[config.mk]
export PLATFORM = sky130hd
export DESIGN_NAME = pipelined_adder_subtractor
export DESIGN_NICKNAME = d
export VERILOG_FILES = /design/src/rtl/pipelined_adder_subtractor.sv
export SDC_FILE = /design/constraint.sdc
export NUM_CORES = 1
export LEC_CHECK = 0
export ABC_AREA = 1
export BUFFER_PORTS_ARGS = -buffer_cell sky130_fd_sc_hd__buf_2
export CORE_MARGIN = 2
export CORE_UTILIZATION = 35
export CTS_CLUSTER_SIZE = 20
export DETAILED_ROUTE_END_ITERATION = 12
export SYNTH_ARGS = -nofsm -noshare
export SYNTH_HDL_FRONTEND = slang
export SYNTH_SLANG_ARGS = --single-unit
export TNS_END_PERCENT = 50
[constraint.sdc]
create_clock -name clk -period 5.15 [get_ports clk]
set_clock_uncertainty 0.2 [all_clocks]
set_input_delay 0.2575 -clock clk [delete_from_list [all_inputs] [get_ports clk]]
set_output_delay 0.2575 -clock clk [all_outputs]
set_load 0.02 [all_outputs]
[src/rtl/pipelined_adder_subtractor.sv]
// rtl/pipelined_adder_subtractor.sv - pipelined WIDTH-bit adder/subtractor with valid/ready handshake and flags
module pipelined_adder_subtractor #(
    parameter int WIDTH   = 8,
    parameter int STAGE_W = 4
) (
    input  logic             clk,
    input  logic             rst,
    input  logic             in_valid,
    output logic             in_ready,
    input  logic [WIDTH-1:0] a,
    input  logic [WIDTH-1:0] b,
    input  logic             sub,
    output logic             out_valid,
    input  logic             out_ready,
    output logic [WIDTH-1:0] sd,
    output logic             cbout,
    output logic             ovf,
    output logic             zero
);

    localparam int STAGES = WIDTH / STAGE_W;

    // The whole pipeline moves as one: it advances unless a valid result is being held.
    logic adv;
    assign adv      = !out_valid || out_ready;
    assign in_ready = adv;

    // Stage k adds slice k. Each stage keeps only the operand bits later stages still need,
    // plus the low sum bits computed so far (skew). The last stage register is the output.
    for (genvar k = 0; k < STAGES; k++) begin : g_stage
        localparam int LO = k * STAGE_W;
        localparam int HI = LO + STAGE_W;

        logic [WIDTH-1:LO]  src_a;
        logic [WIDTH-1:LO]  src_bx;
        logic               src_c;
        logic               src_v;
        logic [STAGE_W:0]   slice;
        logic [HI-1:0]      sum_d;
        logic [HI-1:0]      sum_q;
        logic               c_q;
        logic               v_q;

        assign slice = {1'b0, src_a[HI-1:LO]} + {1'b0, src_bx[HI-1:LO]}
                     + {{STAGE_W{1'b0}}, src_c};

        if (k == 0) begin : g_src
            // Subtraction is a + ~b + 1: invert b here, feed sub in as the carry.
            assign src_a  = a;
            assign src_bx = b ^ {WIDTH{sub}};
            assign src_c  = sub;
            assign src_v  = in_valid;
            assign sum_d  = slice[STAGE_W-1:0];
        end else begin : g_src
            assign src_a  = g_stage[k-1].g_keep.a_q;
            assign src_bx = g_stage[k-1].g_keep.bx_q;
            assign src_c  = g_stage[k-1].c_q;
            assign src_v  = g_stage[k-1].v_q;
            assign sum_d  = {slice[STAGE_W-1:0], g_stage[k-1].sum_q};
        end

        // Stage valid, partial sum and slice carry; frozen while the output is stalled.
        always_ff @(posedge clk) begin
            if (rst) begin
                v_q   <= 1'b0;
                sum_q <= '0;
                c_q   <= 1'b0;
            end else if (adv) begin
                v_q   <= src_v;
                sum_q <= sum_d;
                c_q   <= slice[STAGE_W];
            end
        end

        if (k < STAGES - 1) begin : g_keep
            logic [WIDTH-1:HI] a_q;
            logic [WIDTH-1:HI] bx_q;

            // Operand slices not yet consumed travel down with the transaction.
            always_ff @(posedge clk) begin
                if (rst) begin
                    a_q  <= '0;
                    bx_q <= '0;
                end else if (adv) begin
                    a_q  <= src_a[WIDTH-1:HI];
                    bx_q <= src_bx[WIDTH-1:HI];
                end
            end
        end else begin : g_flags
            logic ovf_q;
            logic zero_q;

            // Flags come from the complete sum and are registered alongside it.
            always_ff @(posedge clk) begin
                if (rst) begin
                    ovf_q  <= 1'b0;
                    zero_q <= 1'b0;
                end else if (adv) begin
                    ovf_q  <= (src_a[WIDTH-1] == src_bx[WIDTH-1])
                           && (sum_d[WIDTH-1] != src_a[WIDTH-1]);
                    zero_q <= ~|sum_d;
                end
            end
        end
    end

    assign out_valid = g_stage[STAGES-1].v_q;
    assign sd        = g_stage[STAGES-1].sum_q;
    assign cbout     = g_stage[STAGES-1].c_q;
    assign ovf       = g_stage[STAGES-1].g_flags.ovf_q;
    assign zero      = g_stage[STAGES-1].g_flags.zero_q;

endmodule

# ---- Word level (Yosys, flattened, before mapping)
# Cells that the tools add are included.
dict set report op_classes {
  n_reduce_logical 5
  n_addsub 4
  n_bitwise 1
  eq_ne 2
}
# operator count
set op_table {}
lappend op_table {{4-bit by 4-bit adder with 5-bit output} 2}
lappend op_table {{5-bit by 1-bit adder with 5-bit output} 2}
lappend op_table {{8-bit OR reduction} 1}
lappend op_table {{8-bit bitwise XOR} 1}
lappend op_table {{1-bit zero test} 2}
lappend op_table {{1-bit equality test} 1}
lappend op_table {{1-bit logical AND} 1}
lappend op_table {{1-bit logical OR} 1}
lappend op_table {{1-bit != test} 1}
dict set report totals {
  word_cells 22
  inputBits 21
  out_inout_bits 13
  ff_bits 26
}

# ---- Logic depth before layout (Yosys ltp)
dict set report logic_depth {
  word_depth 4
  mapped_depth 11
  depth_no_buf 10
}

# ---- Worst setup path before layout
# Ideal clock, no wire load.
dict set report synth_path {
  kind {register to register}
  from {register g_stage[0].c_q}
  to {register g_stage[1].g_flags.zero_q (netlist: zero)}
  setup_time_ns 0.113
  t_arrival_ns 1.536
  stages_incl_launch_ff 10
  period_less_slack_ns 1.849
  required_time_ns 4.837
  setup_slack_ns 3.301
  path_buffers 0
  path_cell_list {dfxtp_1 fa_1 inv_1 fa_1 inv_1 nor2_1 nand3_1 nor2_2 nand2_2 a21oi_2}
}
dict set report synth_between {
  elab_chain_cells 3
}
# element line_no
set synth_lines {}
lappend synth_lines {{from (decl)} 41} ;# logic c_q;
lappend synth_lines {{from (signal assigned)} 71} ;# c_q <= slice[STAGE_W];
lappend synth_lines {{5-bit by 1-bit adder with 5-bit output} 45} ;# + {{STAGE_W{1'b0}}, src_c};
lappend synth_lines {{8-bit OR reduction} 101} ;# zero_q <= ~|sum_d;
lappend synth_lines {{1-bit zero test} 101}
lappend synth_lines {{to (signal assigned)} 101}
lappend synth_lines {{to (decl)} 91} ;# logic zero_q;
# No other way between the ends.
# A chain may end at the register's enable or synchronous reset.

# ---- Worst setup path after layout
# Same ends and word-level chain as after synthesis.

==> reports/qor.yml <==
grt_overflow_total: 0
post-route-period-util_pct: 37.2
fin_util_pct: 43.4
post_drt_via_cell_ratio: 4.46
maxCapViolCount: 0
setup_viol: 0
crit_required_ns: 5.12
htreeDepth: 1
hold_violations: 0
min_to: "g_stage[0].g_keep.a_q[6]"
dp_hpwl_um: 1810
p_per_area_nw_per_um2: 328
critPathKind: "register to register"
nFillCells: 382
fp.dieArea_um2: 4310
setup.worst_path.start_class: "register"
end_kind: "register"
fmax_ghz: 0.522
syn_avg_cell_area_um2: 7.96
outcome: "complete, no violations"
cp_slowest_cell: "fa_1"
post-place-ws_ns: 3.23
yosysSeqAreaShare_pct: 39.2
row_count: 22
dieWidth_um: 65.6
globalplace.congestion: 0.764
firstDrtPassIters: 4
post_drt_wl_per_cell_um: 10.1
cts_tree: "yes"
antenna_found_initial: 0
dp_cells: 241
p_leak_nw: 0.781
yosys.area.top_type_share_pct: 39.2
drc: 0
worst_slew_pin_slew_ns: 0.375
drv_slew: 0
cp.arrival_ns: 1.89
grt_pass1_wl_um: 4690
setup-tns-final_ns: 0
via_count: 1098
hold_depth: 3
area_growth_pct: 19.6
drt_iter0_drc: 14
numCtsBuffers: 3
antenna_left: 0
ys_types: 28
fp.dieH_um: 65.6
slew_headroom_pct: 75.0
path_max_fanout: 2
grt_pass1_vias: 1102
syn-cell-area_um2: 1330
hold_buffers: 1
r2r_end: "zero"
diodes: 0
cts_setup_buffers: 0
synth_area_leaders: "dfxtp_1 39%, o21ai_1 7.5%, nor2_1 6.5%, a21oi_1 5.6%, ha_1 5.6%"
min_from: "a[6]"
instances_no_fill: 246
critical_path.cell_chain: "fa_1 > inv_1 > fa_1 > inv_1 > nor2_1 > nand3_1 > nor2_2 > nand2_2 > a21oi_2"
port_buffers: 33
synth_largest_area_cell: "dfxtp_1"
synth_seq_cells: 26
finalNetCount: 229
pin_count: 34
cts.repair.resized: 0
grt_max_degree: 34
cpPeakStageDelay_ns: 0.45
reg2reg_from: "g_stage[0].c_q"
clk_pin_slew_worst_paths_ns: 0.09
irDropWorstVdd_uv: 96.9
finalPower_uw: 522
fin_crit_ns: 1.92
hp-class: "input port to register"
postRouteWirelength_um: 2500
grt.total_usage_pct: 13.7
clock-sinks: 26
r2r_cells: 9
rrSetupSlack_ns: 3.23
synth_nets: 197
core_um2: 3660
layout_setup_ws_ns: 3.23
drive_gt1_share_pct: 25.8
ys_warn_count: 0
clockRootBuffer: "clkbuf_8"
initial_core_util_pct: 36.3
cts.path.max_buffers: 2
rsz0062_at_grt: "no"
clk_latency_ns: 0.27
synthCells: 167
cell type report:
class / count / area, µm² / share of cell area (%)
well taps: 48 / 60.1 / 3.78
clock inverters: 1 / 30.0 / 1.89
clock buffers: 3 / 41.3 / 2.60
repair buffers: 34 / 175 / 11.0
multi-input cells: 114 / 684 / 43.1
flip-flops and latches: 26 / 520 / 32.8
inverters: 20 / 77.6 / 4.88
critical path: cells and delay by family, from the launching register on:
| kind | cells | cell delay, ns |
|---|---|---|
| simple gates | 4 | 0.21 |
| compound gates | 1 | 0.04 |
| flops | 1 | 0.34 |
| fa+ha+maj | 2 | 0.87 |
| buf+inv | 2 | 0.15 |
report_power, final:
group	total (mW)	switching, mW	internal [mW]
logic	0.121	0.0705	0.0501
registers	0.234	0.0124	0.222
clock network	0.167	0.0629	0.104
total	0.522	0.146	0.376
cells in the mapped netlist:
library cell and count:
or2_2 1, buf_2 4, nand3_1 8, inv_2 3, nor2_1 23, or2_1 1, xnor2_1 5, o211a_1 1
a21oi_1 15, nand2_1 14, inv_4 1, o21ai_0 2, fa_1 3, nand2_4 1, o21ai_1 20, buf_4 2
a21oi_2 1, ha_1 6, nand2_2 3, nor2_2 1, inv_1 16, xor2_1 3, dfxtp_1 26, buf_6 1
nor3_1 1, nand3_2 3, and2_1 1, a31oi_1 1
kinds of logic (layout without fill, tap and decap cells):
logic type,count (synthesis),in the layout,share of synthesized area [%]
AO/OA/AOI/OAI,40,40,15.8
XOR/XNOR,8,8,5.27
adder cells (fa/ha/maj),9,9,10.2
buffers and inverters,27,58,9.32
flip-flops,26,26,39.2
AND/OR/NAND/NOR,57,57,20.2
worst max-delay path by stage:
| stage | startpoint | to | slack [ns] | cells past startpoint |
|---|---|---|---|---|
| 4_1_cts | g_stage[0].c_q | zero | 3.22 | 9 |
| 6_report | g_stage[0].c_q | zero | 3.23 | 9 |
| 3_5_place_dp | g_stage[0].c_q | zero | 3.23 | 9 |
| 5_1_grt | g_stage[0].c_q | zero | 3.13 | 9 |
| 3_3_place_gp | g_stage[0].c_q | zero | 3.27 | 9 |
| 2_1_floorplan | g_stage[0].c_q | zero | 3.30 | 9 |
sequential cells by signal (all words and copies together), names as in the netlist:
name                 count
cbout                    1
g_stage.c_q              1
g_stage.g_keep.a_q       4
g_stage.g_keep.bx_q      4
g_stage.sum_q            4
g_stage.v_q              1
out_valid                1
ovf                      1
sd                       8
zero                     1
routing by layer:
metal	track usage [%]	up-vias	wire, µm
met1	17.8	476	1310
met5	0	-	0
met2	23.0	21	1070
met3	1.54	2	78
li1	-	599	-
met4	5.47	0	33
metrics by stage:
stage / cell area [µm²] / hold WS, ns
floorplan: 1330 / 0.120
global placement: 1510 / 0.243
detailed placement: 1510 / 0.244
CTS: 1590 / 0.0201
global route: 1590 / 0.0458
finish: 1590 / 0.0268
layout by cell type, fill, tap and decap left out:
cell	synthesis	final
bufinv_16	0	1
or2_2	1	1
inv_1	16	16
nand2_2	3	3
dfxtp_1	26	26
inv_4	1	1
o211a_1	1	1
o21ai_1	20	20
a31oi_1	1	1
clkbuf_8	0	3
fa_1	3	3
o21ai_0	2	2
xnor2_1	5	5
nand3_2	3	3
nor2_1	23	23
a21oi_1	15	15
xor2_1	3	3
ha_1	6	6
nand2_1	14	14
and2_1	1	1
nand3_1	8	8
or2_1	1	1
inv_2	3	3
a21oi_2	1	1
dlygate4sd3_1	0	1
nor3_1	1	1
buf_2	4	33
nor2_2	1	1
nand2_4	1	1
No activity file was read; power rests on OpenSTA's default activity.
